$ cat src/rtl/reg_pkg.sv
// Shared types and default sizing for the WF8 register file with context save/restore.
package reg_pkg;

    localparam int DATA_W_DEF   = 8;
    localparam int NUM_REGS_DEF = 8;

    typedef enum logic [1:0] {
        IDLE    = 2'd0,
        SAVE    = 2'd1,
        RESTORE = 2'd2
    } ctx_state_t;

endpackage

$ cat src/rtl/reg_shadow_bank.sv
// Shadow copy of the register file used for interrupt context save/restore.
// Single port: one write or one (asynchronous) read per cycle at addr.
module reg_shadow_bank
    import reg_pkg::*;
#(
    parameter int DATA_W   = DATA_W_DEF,
    parameter int NUM_REGS = NUM_REGS_DEF,
    parameter int IDX_W    = (NUM_REGS > 1) ? $clog2(NUM_REGS) : 1
) (
    input  logic              clk,
    input  logic              rst,
    input  logic              we,
    input  logic [IDX_W-1:0]  addr,
    input  logic [DATA_W-1:0] wdata,
    output logic [DATA_W-1:0] rdata
);

    logic [DATA_W-1:0] mem_r [NUM_REGS];

    // Storage update: cleared on reset, otherwise one entry written per cycle
    always_ff @(posedge clk) begin
        if (rst) begin
            for (int i = 0; i < NUM_REGS; i++) begin
                mem_r[i] <= '0;
            end
        end else if (we) begin
            mem_r[addr] <= wdata;
        end
    end

    // Read is combinational so a restore copy lands in the same cycle it is addressed
    assign rdata = mem_r[addr];

endmodule

$ cat src/rtl/register_file_ctx.sv
// WF8 CPU register file: bus write/read ports, accumulator bypass and a
// sequential context save/restore engine that copies one register per cycle.
module register_file_ctx
    import reg_pkg::*;
#(
    parameter int DATA_W   = DATA_W_DEF,
    parameter int NUM_REGS = NUM_REGS_DEF
) (
    input  logic                clk,
    input  logic                rst,
    input  logic [DATA_W-1:0]   bus_in,
    output logic [DATA_W-1:0]   bus_out,
    output logic                bus_oe,
    input  logic [NUM_REGS-1:0] write_en,
    input  logic [NUM_REGS-1:0] read_en,
    input  logic [DATA_W-1:0]   acc_in,
    output logic [DATA_W-1:0]   acc_out,
    output logic                rd_conflict,
    input  logic                ctx_save,
    input  logic                ctx_restore,
    output logic                ctx_busy,
    output logic                ctx_done
);

    localparam int               IDX_W    = (NUM_REGS > 1) ? $clog2(NUM_REGS) : 1;
    localparam int               ACC_IDX  = NUM_REGS - 1;
    localparam logic [IDX_W-1:0] LAST_IDX = IDX_W'(NUM_REGS - 1);

    ctx_state_t        state_r;
    logic [IDX_W-1:0]  idx_r;
    logic              busy_r;
    logic              done_r;
    logic [DATA_W-1:0] regs_r [NUM_REGS];

    logic              sh_we_s;
    logic [DATA_W-1:0] sh_wdata_s;
    logic [DATA_W-1:0] sh_rdata_s;
    logic [DATA_W-1:0] rd_val_s;
    logic              rd_multi_s;
    logic              rd_one_s;

    assign sh_we_s    = (state_r == SAVE);
    assign sh_wdata_s = regs_r[idx_r];

    reg_shadow_bank #(
        .DATA_W   (DATA_W),
        .NUM_REGS (NUM_REGS),
        .IDX_W    (IDX_W)
    ) u_shadow (
        .clk   (clk),
        .rst   (rst),
        .we    (sh_we_s),
        .addr  (idx_r),
        .wdata (sh_wdata_s),
        .rdata (sh_rdata_s)
    );

    // Context FSM together with register writes; bus writes only land while idle
    always_ff @(posedge clk) begin
        if (rst) begin
            state_r <= IDLE;
            idx_r   <= '0;
            busy_r  <= 1'b0;
            done_r  <= 1'b0;
            for (int i = 0; i < NUM_REGS; i++) begin
                regs_r[i] <= '0;
            end
        end else begin
            done_r <= 1'b0;
            case (state_r)
                IDLE: begin
                    for (int i = 0; i < NUM_REGS; i++) begin
                        if (write_en[i]) begin
                            regs_r[i] <= (i == ACC_IDX) ? acc_in : bus_in;
                        end
                    end
                    // Save has priority when both requests arrive together
                    if (ctx_save) begin
                        state_r <= SAVE;
                        idx_r   <= '0;
                        busy_r  <= 1'b1;
                    end else if (ctx_restore) begin
                        state_r <= RESTORE;
                        idx_r   <= '0;
                        busy_r  <= 1'b1;
                    end
                end
                SAVE, RESTORE: begin
                    if (state_r == RESTORE) begin
                        regs_r[idx_r] <= sh_rdata_s;
                    end
                    if (idx_r == LAST_IDX) begin
                        state_r <= IDLE;
                        idx_r   <= '0;
                        busy_r  <= 1'b0;
                        done_r  <= 1'b1;
                    end else begin
                        idx_r <= idx_r + IDX_W'(1);
                    end
                end
                default: begin
                    state_r <= IDLE;
                    idx_r   <= '0;
                    busy_r  <= 1'b0;
                end
            endcase
        end
    end

    // One-hot read mux; zero or multiple selects drive nothing onto the bus
    always_comb begin
        rd_val_s = '0;
        for (int i = 0; i < NUM_REGS; i++) begin
            rd_val_s = rd_val_s | (regs_r[i] & {DATA_W{read_en[i]}});
        end
        rd_multi_s  = |(read_en & (read_en - NUM_REGS'(1)));
        rd_one_s    = (read_en != '0) && !rd_multi_s;
        rd_conflict = rd_multi_s;
        if (rd_one_s) begin
            bus_out = rd_val_s;
            bus_oe  = 1'b1;
        end else begin
            bus_out = '0;
            bus_oe  = 1'b0;
        end
    end

    assign acc_out  = regs_r[ACC_IDX];
    assign ctx_busy = busy_r;
    assign ctx_done = done_r;

endmodule
$ cat config.mk
export PLATFORM = sky130hd
export DESIGN_NAME = register_file_ctx
export DESIGN_NICKNAME = d
export VERILOG_FILES = /design/src/rtl/reg_pkg.sv /design/src/rtl/reg_shadow_bank.sv /design/src/rtl/register_file_ctx.sv
export SDC_FILE = /design/constraint.sdc
export NUM_CORES = 1
export LEC_CHECK = 0
export ABC_AREA = 1
export CAP_MARGIN = 40
export CORE_ASPECT_RATIO = 1.75
export CORE_UTILIZATION = 40
export DETAILED_ROUTE_END_ITERATION = 10
export DONT_BUFFER_PORTS = 1
export PLACE_DENSITY = 0.54
export SYNTH_ARGS = -nofsm -noshare
export SYNTH_HDL_FRONTEND = slang
export SYNTH_SLANG_ARGS = --single-unit
$ cat constraint.sdc
create_clock -name clk -period 3.1 [get_ports clk]
set_clock_uncertainty 0.15 [all_clocks]
set_input_delay 0.31 -clock clk [delete_from_list [all_inputs] [get_ports clk]]
set_output_delay 0.31 -clock clk [all_outputs]
set_load 0.005 [all_outputs]
==> results of run 1 <==
==> per-stage QoR <==
stage / cells / hold slack [ps] / total power, mW
finish: 1114 / 48.9 / 7.13
global route: 1113 / 37.0 / 7.43
global placement: 1061 / 237 / 4.84
detailed placement: 1061 / 240 / 4.87
floorplan: 849 / 310 / 4.03
CTS: 1112 / 29.3 / 7.10
==> cell usage after synthesis, types with 2 or more instances <==
cell / n / area share (%)
o21ai_1: 2 / 0.13
nand2_1: 174 / 8.8
buf_4: 5 / 0.50
inv_1: 13 / 0.65
buf_2: 18 / 1.2
nand3_1: 129 / 8.7
nand4_2: 3 / 0.50
o21ai_2: 8 / 0.94
nand4_1: 20 / 1.7
nor2_1: 188 / 9.5
o211ai_2: 16 / 2.7
buf_6: 3 / 0.45
a22o_1: 3 / 0.35
a21oi_1: 5 / 0.34
inv_2: 10 / 0.50
clkbuf_1: 8 / 0.40
edfxtp_1: 128 / 52
inv_4: 2 / 0.17
nor2_2: 4 / 0.34
o211ai_1: 8 / 0.81
dfxtp_1: 10 / 2.7
o21ai_0: 74 / 5.0
nor3_1: 2 / 0.13
ha_1: 5 / 0.84
buf_1: 4 / 0.20
==> layer usage <==
| layer | part of all wire (%) | up-vias |
|---|---|---|
| met5 | 0 | - |
| met4 | 7.4 | 0 |
| met3 | 5.7 | 103 |
| met2 | 54 | 306 |
| met1 | 33 | 3143 |
| li1 | - | 3010 |
==> power breakdown <==
| part | switching, mW | total (mW) | internal (mW) | leakage (nW) |
|---|---|---|---|---|
| registers | 0.298 | 2.69 | 2.39 | 1.43 |
| logic | 1.67 | 2.24 | 0.567 | 1.64 |
| clock network | 0.837 | 2.20 | 1.36 | 0.309 |
| total | 2.80 | 7.13 | 4.32 | 3.38 |
==> path summary, 6_finish.rpt <==
check / start / end / slack, ps / cells past startpoint
worst max-delay path: register / u_shadow.mem_r[0][0] / 720 / 6
worst min-delay path: rst / regs_r[0][4] / 50 / 3
worst max register to register: register / u_shadow.mem_r[0][0] / 720 / 6
worst min register to register: ctx_busy / ctx_busy / 340 / 2
==> cells by family (layout without fill, tap and decap cells) <==
| group | after synthesis | count (layout) | synth area share (%) |
|---|---|---|---|
| simple gates | 525 | 525 | 30.4 |
| flops | 138 | 138 | 54.3 |
| compound gates | 118 | 118 | 10.4 |
| buf+inv | 63 | 92 | 4.10 |
| fa+ha+maj | 5 | 5 | 0.839 |
| other cells | 0 | 2 | 0 |
==> what timing repair did <==
action                    in CTS  in global routing
hold endpoints to repair      69                  0
hold buffers                  19                  0
gates resized for setup        0                  0
==> state kept, by name, indices dropped and copies added (netlist names), named ones only <==
| signal | cells |
|---|---|
| regs_r | 64 |
| u_shadow.mem_r | 64 |
| ctx_done | 1 |
| idx_r | 3 |
| state_r | 2 |
| ctx_busy | 1 |
==> critical path: cells and delay by family (launching register included) <==
family | cells | cell delay (ps)
buf+inv | 1 | 270
flops | 1 | 840
compound gates | 3 | 670
simple gates | 2 | 160
==> layout make-up <==
type | count | share of cell area [%]
diodes | 2 | 0.0589
multi-input cells | 648 | 36.5
clock buffers | 17 | 5.01
clock inverters | 15 | 2.50
well taps | 234 | 3.45
repair buffers | 35 | 3.65
inverters | 25 | 1.16
flip-flops and latches | 138 | 47.6
==> impl_metrics.py, run 1 <==
metrics = {
    "outcome": {
        "status": "completed",
    },
    "cells_and_area": {
        "drive_gt1_share_pct": 10.9,
        "multiInputGateArea_mm2": 0.00310,
        "nFillCells": 1770,
        "final_cell_mix": "nor2_1 (188), nand2_1 (174), nand3_1 (129)",
        "final_common_cell": "nor2_1",
        "seq_area_mm2": 0.00405,
        "final_util_pct": 46.8,
        "num-nets-final": 906,
        "area_growth_pct": 14.0,
        "fin_area_mm2": 0.00850,
    },
    "critical_path": {
        "worst_path_max_delay_cell": "dfxtp_2",
        "cpPeakStageDelay_ps": 840,
        "crit_chain": "buf_4, nor2_1, o21ai_0, o211ai_1, o21ai_2, nor2_1",
        "worst_ep_arrival_time_ps": 2400,
        "path_common_cell": "nor2_1",
        "crit_path_end_kind": "register",
        "cp-start-kind": "register",
        "critPathMaxFanout": 43,
        "required_ps": 3120,
        "crit_type": "reg -> reg",
    },
    "global_routing": {
        "grtUsageMet1_pct": 26.7,
        "met2_usage_pct": 51.8,
        "grt.busiest_layer": "met2",
        "grt_overflow_total": 0,
        "track_usage_pct": 27.8,
        "grt_pass1_vias": 6370,
        "antenna_found_initial": 1,
        "use_met3_pct": 5.89,
        "grt_pass1_wl_um": 38300,
        "grt_max_degree": 44,
    },
    "cts": {
        "cts_tree": "done",
        "cts_sinks": 138,
        "clock_path_buffers": 2,
        "clk_pin_slew_ps": 60,
        "cts_buffers": 17,
        "clock_latency_ps": 440,
        "htree_levels": 4,
        "postCtsSetupBuffers": 0,
        "cts_root_buffer": "clkbuf_16",
    },
    "die": {
        "die_h_um": 183,
        "core_mm2": 0.0181,
        "rows": 65,
        "die_w_um": 105,
        "die_area_mm2": 0.0192,
        "start_util_pct": 41.1,
        "io_pins": 56,
    },
    "sta": {
        "period_share_pct": 76.8,
        "setup_tns_ps": 0,
        "tightest_slew_ps": 810,
        "hold_violations": 0,
        "post-route-min-period_ps": 2380,
        "max_freq_ghz": 0.420,
        "slew_headroom_pct": 46.0,
        "setup_ws_ps": 720,
        "finalSetupViolCount": 0,
        "rsz0062_at_grt": "false",
        "maxSlewViolCount": 0,
    },
    "pwr": {
        "peakVddDrop_mv": 0.409,
        "leakage_nw": 3.38,
        "power_density_mw_per_mm2": 839,
    },
    "synthesis": {
        "avgSynthCellArea_um2": 8.78,
        "synth_warnings": 0,
        "yosysUniqueCellTypes": 32,
        "syn_area_mm2": 0.00745,
        "yosysSeqAreaShare_pct": 54.3,
        "async_flop_share_pct": 0,
        "netlist_instances": 849,
        "synth_edf_count": 128,
        "synthesis.nets": 890,
        "synthFlopType": "edfxtp_1",
        "ys_ff_latch": 138,
    },
    "route": {
        "drt_pass1_iterations": 5,
        "via_per_inst": 5.89,
        "drt_iter0_markers": 458,
        "drt_wl_total_um": 25900,
        "vias": 6562,
        "antenna_left": 0,
        "drc": 0,
        "wl_per_cell_um": 23.3,
    },
    "hold_path": {
        "hold_class": "in -> reg",
    },
    "placement": {
        "placed_cell_area_mm2": 0.00766,
        "place_ws_ps": 742,
        "place_congestion": 0.974,
        "io_buffers": 0,
        "hpwl_um": 19400,
    },
    "run": {
        "drv_cap": 0,
    },
}
Power figures use the tool's default switching activity.
==> run 2, diff against run 1 <==
--- a/config.mk
+++ b/config.mk
@@ -11,7 +11,7 @@
 export CORE_UTILIZATION = 40
 export DETAILED_ROUTE_END_ITERATION = 10
 export DONT_BUFFER_PORTS = 1
-export PLACE_DENSITY = 0.54
+export PLACE_DENSITY = 0.56
 export SYNTH_ARGS = -nofsm -noshare
 export SYNTH_HDL_FRONTEND = slang
 export SYNTH_SLANG_ARGS = --single-unit
==> constraint.sdc (replaced) <==
create_clock -name clk -period 2 [get_ports clk]
set_clock_uncertainty 0.15 [all_clocks]
set_input_delay 0.2 -clock clk [delete_from_list [all_inputs] [get_ports clk]]
set_output_delay 0.2 -clock clk [all_outputs]
set_load 0.005 [all_outputs]
==> impl_metrics.py, run 2 (same netlist as run 1, synthesis figures left out) <==
metrics = {
    "global_routing": {
        "grt_max_degree": 62,
        "antenna_found_initial": 0,
        "grt_pass1_wl_um": 38400,
        "track_usage_pct": 27.8,
        "grt_overflow_total": 0,
        "grt_pass1_vias": 6533,
    },
    "cts": {
        "cts_root_buffer": "clkbuf_16",
        "cts_sinks": 138,
        "cts_buffers": 17,
        "clk_pin_slew_ps": 60,
        "htree_levels": 4,
        "clock_path_buffers": 2,
        "clock_latency_ps": 420,
        "cts_tree": "done",
    },
    "critical_path": {
        "cp-start-kind": "register",
        "critPathMaxFanout": 8,
        "worst_ep_arrival_time_ps": 1940,
        "crit_path_end_kind": "register",
        "required_ps": 2020,
        "crit_type": "reg -> reg",
    },
    "cells_and_area": {
        "nFillCells": 1785,
        "finalNonFillerCells": 1145,
        "final_common_cell": "nor2_1",
        "seq_area_mm2": 0.00405,
        "area_growth_pct": 19.1,
        "drive_gt1_share_pct": 14.3,
        "largest_registers": "regs_r x64, u_shadow.mem_r x64, idx_r x3",
        "num-nets-final": 939,
        "final_cell_mix": "nor2_1 (187), nand2_1 (173), edfxtp_1 (128)",
        "antenna_cells": 0,
        "fin_area_mm2": 0.00887,
        "multiInputGateArea_mm2": 0.00315,
    },
    "sta": {
        "hold_violations": 1,
        "rsz0062_at_grt": "true",
        "setup_tns_ps": 0,
        "post-route-min-period_ps": 1920,
        "maxSlewViolCount": 0,
        "tightest_slew_ps": 612,
        "finalSetupViolCount": 0,
        "timing.hold.ws_ps": -2.53,
        "slew_headroom_pct": 59.1,
        "period_share_pct": 96.0,
        "max_freq_ghz": 0.521,
    },
    "run": {
        "drv_cap": 0,
    },
    "route": {
        "drt_pass1_iterations": 7,
        "drt_iter0_markers": 425,
        "drc": 0,
        "wl_per_cell_um": 22.3,
        "vias": 6490,
        "drt_wl_total_um": 25500,
        "via_per_inst": 5.67,
        "antenna_left": 0,
    },
    "pwr": {
        "total_power_mw": 11.2,
        "power_density_mw_per_mm2": 1260,
        "peakVddDrop_mv": 0.649,
        "leakage_nw": 3.57,
    },
    "placement": {
        "place_congestion": 0.998,
        "placed_cell_area_mm2": 0.00801,
        "io_buffers": 0,
        "dp.cells": 1089,
        "hpwl_um": 19000,
    },
    "outcome": {
        "status": "finished with violations",
        "violations": "negative hold slack",
    },
    "die": {
        "die_h_um": 183,
        "rows": 65,
        "die_w_um": 105,
        "die_area_mm2": 0.0192,
        "core_mm2": 0.0181,
        "start_util_pct": 41.1,
        "io_pins": 56,
    },
    "hold_path": {
        "hold_class": "in -> reg",
    },
}
==> run 2: cell types whose count changed in the layout (fill, tap and decap cells not counted), moves of 3 or more <==
cell,change
clkbuf_1,+3
inv_8,-3
buf_12,+11
buf_4,+22
==> run 2: worst paths after layout <==
path	endpoint	slack, ps	start	depth (start not counted)
worst max register to register	regs_r[2][0]	80	register	4
worst min-delay path	regs_r[1][5]	-3	rst	3
worst max-delay path	regs_r[2][0]	80	register	4
worst min register to register	ctx_busy	340	ctx_busy	2
==> run 2: routing by layer <==
| metal | vias up | global-route usage (%) | wire length [µm] |
|---|---|---|---|
| li1 | 3072 | - | - |
| met1 | 3066 | 27.2 | 8480 |
| met2 | 257 | 51.9 | 14100 |
| met3 | 95 | 3.82 | 1060 |
| met4 | 0 | 21.9 | 1920 |
| met5 | - | 0 | 0 |
==> run 2: what timing repair did <==
action / CTS / global route
buffers inserted: 0 / 5
resized for setup: 0 / 9
hold buffers: 19 / 0
endpoints found under the hold margin: 72 / 0
endpoints found under the setup margin: 0 / 48
==> run 2: area by class of cell <==
type	count	area share, %
flip-flops and latches	138	45.6
multi-input cells	648	35.5
repair buffers	68	7.84
clock buffers	20	4.92
well taps	234	3.30
clock inverters	12	1.68
inverters	25	1.14
==> run 2: power breakdown <==
part	internal, mW	leakage (nW)	switching, mW
clock	1.95	0.279	1.20
combinational	1.25	1.85	2.75
sequential	3.70	1.43	0.311
==> run 2: critical path, stage by stage, from the launching register on <==
cell      delay [ps]
dfxtp_1          390
inv_1            410
o211ai_2         380
nand3_1          260
nand2_1           70
==> run 2: through the flow <==
step / worst slack, ps / hold slack [ps] / util (%)
CTS: 54.2 / 26.9 / 48.4
finish: 80.8 / -2.53 / 48.9
floorplan: 96.3 / 214 / -
global placement: 110 / 126 / 44.2
global route: -15.3 / 2.21 / 48.9
detailed placement: 60.8 / 129 / 44.2
